===== src/rtl/axi_lite_arbiter_pkg.sv =====
// axi_lite_arbiter_pkg
//   Shared definitions for the 2-master / 1-slave AXI-lite arbiter:
//   bus-width macros, the arbiter state enum, AXI response codes and the
//   grant decision record passed from the grant logic to the top.
//   Optional build macro used by the arbiter files: AXI_ARB_RR_EN
//   (round-robin arbitration instead of fixed m1-first priority).

`ifndef AXI_ADDR_BUS
`define AXI_ADDR_BUS 32
`endif
`ifndef AXI_DATA_BUS
`define AXI_DATA_BUS 32
`endif
`ifndef AXI_RESP_BUS
`define AXI_RESP_BUS 2
`endif

package axi_lite_arbiter_pkg;

  typedef enum logic [2:0] {
    IDLE    = 3'd0,
    RD_ADDR = 3'd1,
    RD_DATA = 3'd2,
    WR_ADDR = 3'd3,
    WR_RESP = 3'd4
  } arb_state_e;

  localparam logic [`AXI_RESP_BUS-1:0] AXI_RESP_OKAY   = 2'b00;
  localparam logic [`AXI_RESP_BUS-1:0] AXI_RESP_SLVERR = 2'b10;

  // Outcome of one arbitration round.
  typedef struct packed {
    logic valid;  // at least one master is requesting
    logic owner;  // winning master index
    logic write;  // winner is issuing a write (AW and W both valid)
  } grant_t;

endpackage


===== src/rtl/axi_lite_arb_grant.sv =====
// axi_lite_arb_grant
//   Combinational request -> winner selection for the arbiter.
//   Ports:
//     rd_req[1:0]   per-master read request (arvalid)
//     wr_req[1:0]   per-master write request (awvalid & wvalid)
//     last_owner    most recently granted master (only with AXI_ARB_RR_EN)
//     grant         valid / owner / write decision
//   Build macro: AXI_ARB_RR_EN selects round-robin; otherwise m1 always
//   wins when both masters request.

module axi_lite_arb_grant
  import axi_lite_arbiter_pkg::*;
(
  input  logic [1:0] rd_req,
  input  logic [1:0] wr_req,
`ifdef AXI_ARB_RR_EN
  input  logic       last_owner,
`endif
  output grant_t     grant
);

  logic [1:0] req;
  logic       win;

  always_comb begin
    req = rd_req | wr_req;
    win = 1'b0;
    if (req[0] && req[1]) begin
`ifdef AXI_ARB_RR_EN
      win = ~last_owner;
`else
      win = 1'b1;
`endif
    end else begin
      win = req[1];
    end
    grant.valid = |req;
    grant.owner = win;
    // Within one master a complete write request beats its read request.
    grant.write = wr_req[win];
  end

endmodule


===== src/rtl/axi_lite_arbiter.sv =====
// axi_lite_arbiter
//   Two AXI-lite masters (m0 = fetch, m1 = LSU) share one AXI-lite slave.
//   One transaction is in flight at a time; the grant is registered so no
//   master valid reaches the slave in the same cycle it is raised.
//   Ports:
//     clk, rst                    clock, synchronous active-high reset
//     m0_* / m1_*                 full AXI-lite slave ports toward masters
//     s_*                         AXI-lite master port toward the memory
//   Build macro: AXI_ARB_RR_EN enables round-robin arbitration (adds the
//   last_owner register); default is fixed priority with m1 first.

module axi_lite_arbiter
  import axi_lite_arbiter_pkg::*;
#(
  parameter int ADDR_W = `AXI_ADDR_BUS,
  parameter int DATA_W = `AXI_DATA_BUS
) (
  input  logic                clk,
  input  logic                rst,
  // master 0
  input  logic [ADDR_W-1:0]   m0_araddr,
  input  logic                m0_arvalid,
  output logic                m0_arready,
  output logic [DATA_W-1:0]   m0_rdata,
  output logic [1:0]          m0_rresp,
  output logic                m0_rvalid,
  input  logic                m0_rready,
  input  logic [ADDR_W-1:0]   m0_awaddr,
  input  logic                m0_awvalid,
  output logic                m0_awready,
  input  logic [DATA_W-1:0]   m0_wdata,
  input  logic [DATA_W/8-1:0] m0_wstrb,
  input  logic                m0_wvalid,
  output logic                m0_wready,
  output logic [1:0]          m0_bresp,
  output logic                m0_bvalid,
  input  logic                m0_bready,
  // master 1
  input  logic [ADDR_W-1:0]   m1_araddr,
  input  logic                m1_arvalid,
  output logic                m1_arready,
  output logic [DATA_W-1:0]   m1_rdata,
  output logic [1:0]          m1_rresp,
  output logic                m1_rvalid,
  input  logic                m1_rready,
  input  logic [ADDR_W-1:0]   m1_awaddr,
  input  logic                m1_awvalid,
  output logic                m1_awready,
  input  logic [DATA_W-1:0]   m1_wdata,
  input  logic [DATA_W/8-1:0] m1_wstrb,
  input  logic                m1_wvalid,
  output logic                m1_wready,
  output logic [1:0]          m1_bresp,
  output logic                m1_bvalid,
  input  logic                m1_bready,
  // slave
  output logic [ADDR_W-1:0]   s_araddr,
  output logic                s_arvalid,
  input  logic                s_arready,
  input  logic [DATA_W-1:0]   s_rdata,
  input  logic [1:0]          s_rresp,
  input  logic                s_rvalid,
  output logic                s_rready,
  output logic [ADDR_W-1:0]   s_awaddr,
  output logic                s_awvalid,
  input  logic                s_awready,
  output logic [DATA_W-1:0]   s_wdata,
  output logic [DATA_W/8-1:0] s_wstrb,
  output logic                s_wvalid,
  input  logic                s_wready,
  input  logic [1:0]          s_bresp,
  input  logic                s_bvalid,
  output logic                s_bready
);

  arb_state_e state;
  logic       owner;
  logic       aw_done;
  logic       w_done;
`ifdef AXI_ARB_RR_EN
  logic       last_owner;
`endif

  logic [1:0] rd_req;
  logic [1:0] wr_req;
  grant_t     grant;

  assign rd_req = {m1_arvalid, m0_arvalid};
  assign wr_req = {m1_awvalid & m1_wvalid, m0_awvalid & m0_wvalid};

  axi_lite_arb_grant u_grant (
    .rd_req     (rd_req),
    .wr_req     (wr_req),
`ifdef AXI_ARB_RR_EN
    .last_owner (last_owner),
`endif
    .grant      (grant)
  );

  // Owner-selected master signals.
  logic sel_arvalid, sel_rready, sel_awvalid, sel_wvalid, sel_bready;
  // Owner-side responses before being steered to one master.
  logic ar_ready, r_valid, aw_ready, w_ready, b_valid;

  always_comb begin
    sel_arvalid = owner ? m1_arvalid : m0_arvalid;
    sel_rready  = owner ? m1_rready  : m0_rready;
    sel_awvalid = owner ? m1_awvalid : m0_awvalid;
    sel_wvalid  = owner ? m1_wvalid  : m0_wvalid;
    sel_bready  = owner ? m1_bready  : m0_bready;

    // Address/data toward the slave follow owner regardless of valid.
    s_araddr = owner ? m1_araddr : m0_araddr;
    s_awaddr = owner ? m1_awaddr : m0_awaddr;
    s_wdata  = owner ? m1_wdata  : m0_wdata;
    s_wstrb  = owner ? m1_wstrb  : m0_wstrb;

    s_arvalid = 1'b0;
    s_rready  = 1'b0;
    s_awvalid = 1'b0;
    s_wvalid  = 1'b0;
    s_bready  = 1'b0;
    ar_ready  = 1'b0;
    r_valid   = 1'b0;
    aw_ready  = 1'b0;
    w_ready   = 1'b0;
    b_valid   = 1'b0;

    case (state)
      RD_ADDR: begin
        s_arvalid = sel_arvalid;
        ar_ready  = s_arready;
      end
      RD_DATA: begin
        r_valid  = s_rvalid;
        s_rready = sel_rready;
      end
      WR_ADDR: begin
        // A channel that already handshook is masked on both sides so it
        // cannot fire twice while the other channel is still waiting.
        s_awvalid = sel_awvalid & ~aw_done;
        aw_ready  = s_awready   & ~aw_done;
        s_wvalid  = sel_wvalid  & ~w_done;
        w_ready   = s_wready    & ~w_done;
      end
      WR_RESP: begin
        b_valid  = s_bvalid;
        s_bready = sel_bready;
      end
      default: ;
    endcase

    m0_arready = ar_ready & ~owner;
    m1_arready = ar_ready &  owner;
    m0_rvalid  = r_valid  & ~owner;
    m1_rvalid  = r_valid  &  owner;
    m0_awready = aw_ready & ~owner;
    m1_awready = aw_ready &  owner;
    m0_wready  = w_ready  & ~owner;
    m1_wready  = w_ready  &  owner;
    m0_bvalid  = b_valid  & ~owner;
    m1_bvalid  = b_valid  &  owner;
  end

  // Responses pass through untouched; only the valids are steered.
  assign m0_rdata = s_rdata;
  assign m1_rdata = s_rdata;
  assign m0_rresp = s_rresp;
  assign m1_rresp = s_rresp;
  assign m0_bresp = s_bresp;
  assign m1_bresp = s_bresp;

  logic aw_fin, w_fin;
  assign aw_fin = aw_done | (s_awvalid & s_awready);
  assign w_fin  = w_done  | (s_wvalid  & s_wready);

  always_ff @(posedge clk) begin
    if (rst) begin
      state   <= IDLE;
      owner   <= 1'b0;
      aw_done <= 1'b0;
      w_done  <= 1'b0;
`ifdef AXI_ARB_RR_EN
      last_owner <= 1'b0;
`endif
    end else begin
      case (state)
        IDLE: begin
          if (grant.valid) begin
            owner <= grant.owner;
            state <= grant.write ? WR_ADDR : RD_ADDR;
`ifdef AXI_ARB_RR_EN
            last_owner <= grant.owner;
`endif
          end
        end
        RD_ADDR: if (s_arvalid && s_arready) state <= RD_DATA;
        RD_DATA: if (s_rvalid && s_rready) state <= IDLE;
        WR_ADDR: begin
          if (aw_fin && w_fin) begin
            state   <= WR_RESP;
            aw_done <= 1'b0;
            w_done  <= 1'b0;
          end else begin
            aw_done <= aw_fin;
            w_done  <= w_fin;
          end
        end
        WR_RESP: if (s_bvalid && s_bready) state <= IDLE;
        default: state <= IDLE;
      endcase
    end
  end

endmodule


===== config.mk =====
export PLATFORM = sky130hd
export DESIGN_NAME = axi_lite_arbiter
export DESIGN_NICKNAME = d
export VERILOG_FILES = /design/src/rtl/axi_lite_arbiter_pkg.sv /design/src/rtl/axi_lite_arb_grant.sv /design/src/rtl/axi_lite_arbiter.sv
export SDC_FILE = /design/constraint.sdc
export NUM_CORES = 1
export LEC_CHECK = 0
export BUFFER_PORTS_ARGS = -buffer_cell sky130_fd_sc_hd__clkbuf_2
export CAP_MARGIN = 10
export CELL_PAD_IN_SITES_DETAIL_PLACEMENT = 1
export CELL_PAD_IN_SITES_GLOBAL_PLACEMENT = 1
export CORE_AREA = 8 8 167 169
export CTS_CLUSTER_DIAMETER = 60
export DETAILED_ROUTE_END_ITERATION = 7
export DIE_AREA = 0 0 175 177
export GPL_TIMING_DRIVEN = 1
export PLACE_DENSITY = 0.63
export SLEW_MARGIN = 10
export SYNTH_ARGS = -nofsm -noshare
export SYNTH_HDL_FRONTEND = slang
export SYNTH_HIERARCHICAL = 1
export SYNTH_SLANG_ARGS = --single-unit

===== constraint.sdc =====
create_clock -name clk -period 2.99 [get_ports clk]
set_input_delay 0.1495 -clock clk [delete_from_list [all_inputs] [get_ports clk]]
set_output_delay 0.1495 -clock clk [all_outputs]
set_load 0.02 [all_outputs]

==> results by group <==
Synth
  • Ys async rst share: 0%
  • Number of enable flip-flop cells after synthesis: 0
  • Ys flop type: dfxtp_1
  • Sequential-to-total area share from yosys stat: 5.15%
  • Ys Warns: 6
  • Mean post-synth cell area: 8.80 sq um
  • Register bit total from synthesis: 6
  • Cell area after synthesis: 0.00233 sq mm
  • Synthesized netlist cell count: 265
  • Synth Net Count: 518
  • Top cells by area, synth: mux2_2 48%, buf_4 24%, dfxtp_1 5.2%
  • Synth unique cells: 37
  • Post-synth top area share: 48.3%
  • Post-synth top area cell: mux2_2

Cells and area
  • Final Net Count: 768
  • Design Area, Final: between 0.003 and 0.004 sq mm
  • Fill cell count: just over 3000
  • Layout cells sized above 1: 86.2%
  • Area of the multi-input gates: 0.00156 sq mm
  • Util after Layout: 15.2%
  • Commonest non-fill, non-tap cell in the layout: clkbuf_2
  • Most frequent cells in the layout: 331 x clkbuf_2, 100 x mux2_2, 21 x nor2_1
  • Register area: 124 sq um
  • Layout area overhead: 66.0%

Clock network
  • Num CTS Buffers: 3
  • Setup Fix Bufs, Post-CTS: 0
  • Clock tree sinks: 6
  • CTS H-tree lvls: 1
  • CTS tree: yes
  • Clk root buf: clkbuf_16
  • Clock transition at path regs: 0.04 ns
  • Hold buffers post-CTS: 0
  • CTS max path bufs: 2
  • Cts repair resizes: 0
  • Worst-skew pair later-pin latency: 0.23 ns

Place
  • Input/output buffers: about 330
  • RD Place Congestion: between 0.7 and 0.8
  • DP Wirelength: approximately 14 mm
  • DP Area: ~0.0038 sq mm

Setup path
  • CP Launch Type: flop
  • Crit path capture type: output pin
  • Internal reg-to-reg setup slack: 1.08 ns
  • Critical Path AT: 2.10 ns
  • Worst r2r dst: state[1]$_SDFFE_PP0P_
  • Path type of the worst setup path: flop to output pin
  • Critical path depth in cells: 3
  • CP max stage delay: ~0.6 ns
  • CP top delay family: buffers and inverters
  • CP Capture Point: s_araddr[6]
  • Buf/Inv on CP: 2
  • CP Max Fanout: 50
  • Worst EP required: approximately 2.8 ns
  • Worst-case reg-to-reg path depth: 5
  • Reg-to-Reg Start: owner$_SDFFE_PP0P_
  • CP max stage cell: dfxtp_4
  • CP Launch Point: owner$_SDFFE_PP0P_
  • Cell Chain, Critical Path: buf_4 -> mux2_2 -> clkbuf_2

Timing
  • # setup viols final: 0
  • Max_slew headroom: 56.9%
  • Setup TNS: 0 ns
  • Fin. max-slew vios: 0
  • Clock skew: 0.00542 ns
  • Worst Tran Pin Value: 0.646 ns
  • Fmax: about 440 MHz
  • Final Hold Slack: 0.186 ns
  • RSZ-0062 raised after global routing: no
  • Final period util: 75.3%
  • Fin crit period: 2.25 ns
  • Final Hold Vio Count: 0

Floorplan
  • Core Area: 0.0255 sq mm
  • Die ar.: 0.0310 sq mm
  • Die X: 175 um
  • Starting Density: 9.15%
  • Num rows: 59
  • # IOs: 440
  • Die Y: 177 um

Global routing
  • Initial antenna violation count: 1
  • Number of global-route vias before repair: 3082
  • Largest net degree at the start of global routing: 51
  • Gr usage total: 8.80%
  • Grt total ovfl: 0
  • First-pass GRT wire length: 20.9 mm

Pwr
  • Tot Pwr: 1.97 mW
  • Pleak: 2.03 nW
  • Pwr Density: 509 mW/mm^2
  • Max VDD drop: just over 200 uV

Routing
  • Post-Route WL: approximately 15 mm
  • Drt first pass iters: 4
  • Vias per cell: about 3.4
  • DR vias: 2880
  • Post-DRT Antenna Nets: 0
  • Initial DRC Count: 62
  • Drt wl/cell: approximately 18 um
  • DRC: 0

Hold path
  • Hold crit path type: input port to flop

Run status
  • Outcome: finished clean

Run
  • Max_cap viols: 0
[kinds of logic (layout without fill, tap and decap cells)]
kind of cell    Yosys count  in the layout  share of synthesized area (%)
mux                     107            107                           51.8
buf+inv                  92            341                           28.0
simple gates             46             46                           9.88
compound gates           14             14                           5.21
flops                     6              6                           5.15
other cells               0              1                              0
[per-layer routing]
metal  GRT usage [%]  share of wire [%]  vias to the layer above
li1                -                  -                     1350
met1            10.7                 41                     1303
met2            14.2                 47                      215
met3            4.57                 12                       10
met4           0.495               0.22                        2
met5               0              0.084                        -
[where the power goes]
part           leakage (nW)  switching (mW)  total (mW)  internal, mW
clock network        0.0382          0.0550       0.233         0.178
registers            0.0497          0.0781       0.178         0.100
logic                  1.95           0.870        1.56         0.689
total                  2.03            1.00        1.97         0.967
[worst min path at each step]
stage	to	startpoint	slack [ns]	depth (start not counted)
detailed placement	m0_rdata[21]	s_rdata[21]	0.30	0
CTS	owner$_SDFFE_PP0P_	rst	0.18	2
global route	owner$_SDFFE_PP0P_	rst	0.20	2
global placement	m0_rdata[21]	s_rdata[21]	0.30	0
finish	owner$_SDFFE_PP0P_	rst	0.19	2
floorplan	owner$_SDFFE_PP0P_	rst	0.22	1
[flip-flops by register name (all words and copies together) (netlist names)]
signal and flops:
w_done 1, owner 1, aw_done 1, state 3
[worst reg2reg max path, delay by kind of cell (launching register included)]
family | cells | cell delay (ns)
multiplexers | 2 | 0.69
flip-flops | 1 | 0.61
AO/OA/AOI/OAI | 3 | 0.50
[metrics by stage]
stage | worst slack (ns) | cells
after detailed placement | 0.948 | 845
after CTS | 0.695 | 849
after global routing | 0.615 | 849
after floorplan | 1.40 | 265
after global placement | 0.981 | 845
final | 0.738 | 850
[final cells by class]
| cell class | instances | share of cell area, % |
|---|---|---|
| inverters | 4 | 0.388 |
| multi-input cells | 167 | 40.3 |
| repair buffers | 333 | 43.2 |
| well taps | 335 | 10.8 |
| flip-flops and latches | 6 | 3.20 |
| clock buffers | 4 | 2.04 |
| diodes | 1 | 0.0647 |
[synthesized netlist by cell type (2+ instances only)]
cell	n
buf_6	2
dfxtp_1	6
nor3_1	3
mux2i_1	4
buf_2	11
nor2_1	21
nand3_1	3
nor2b_1	2
nand2b_1	3
mux2_2	100
inv_1	4
and2_1	3
mux2_4	2
a21oi_1	2
nand2_1	4
buf_4	74
(Power assumes the default switching activity.)
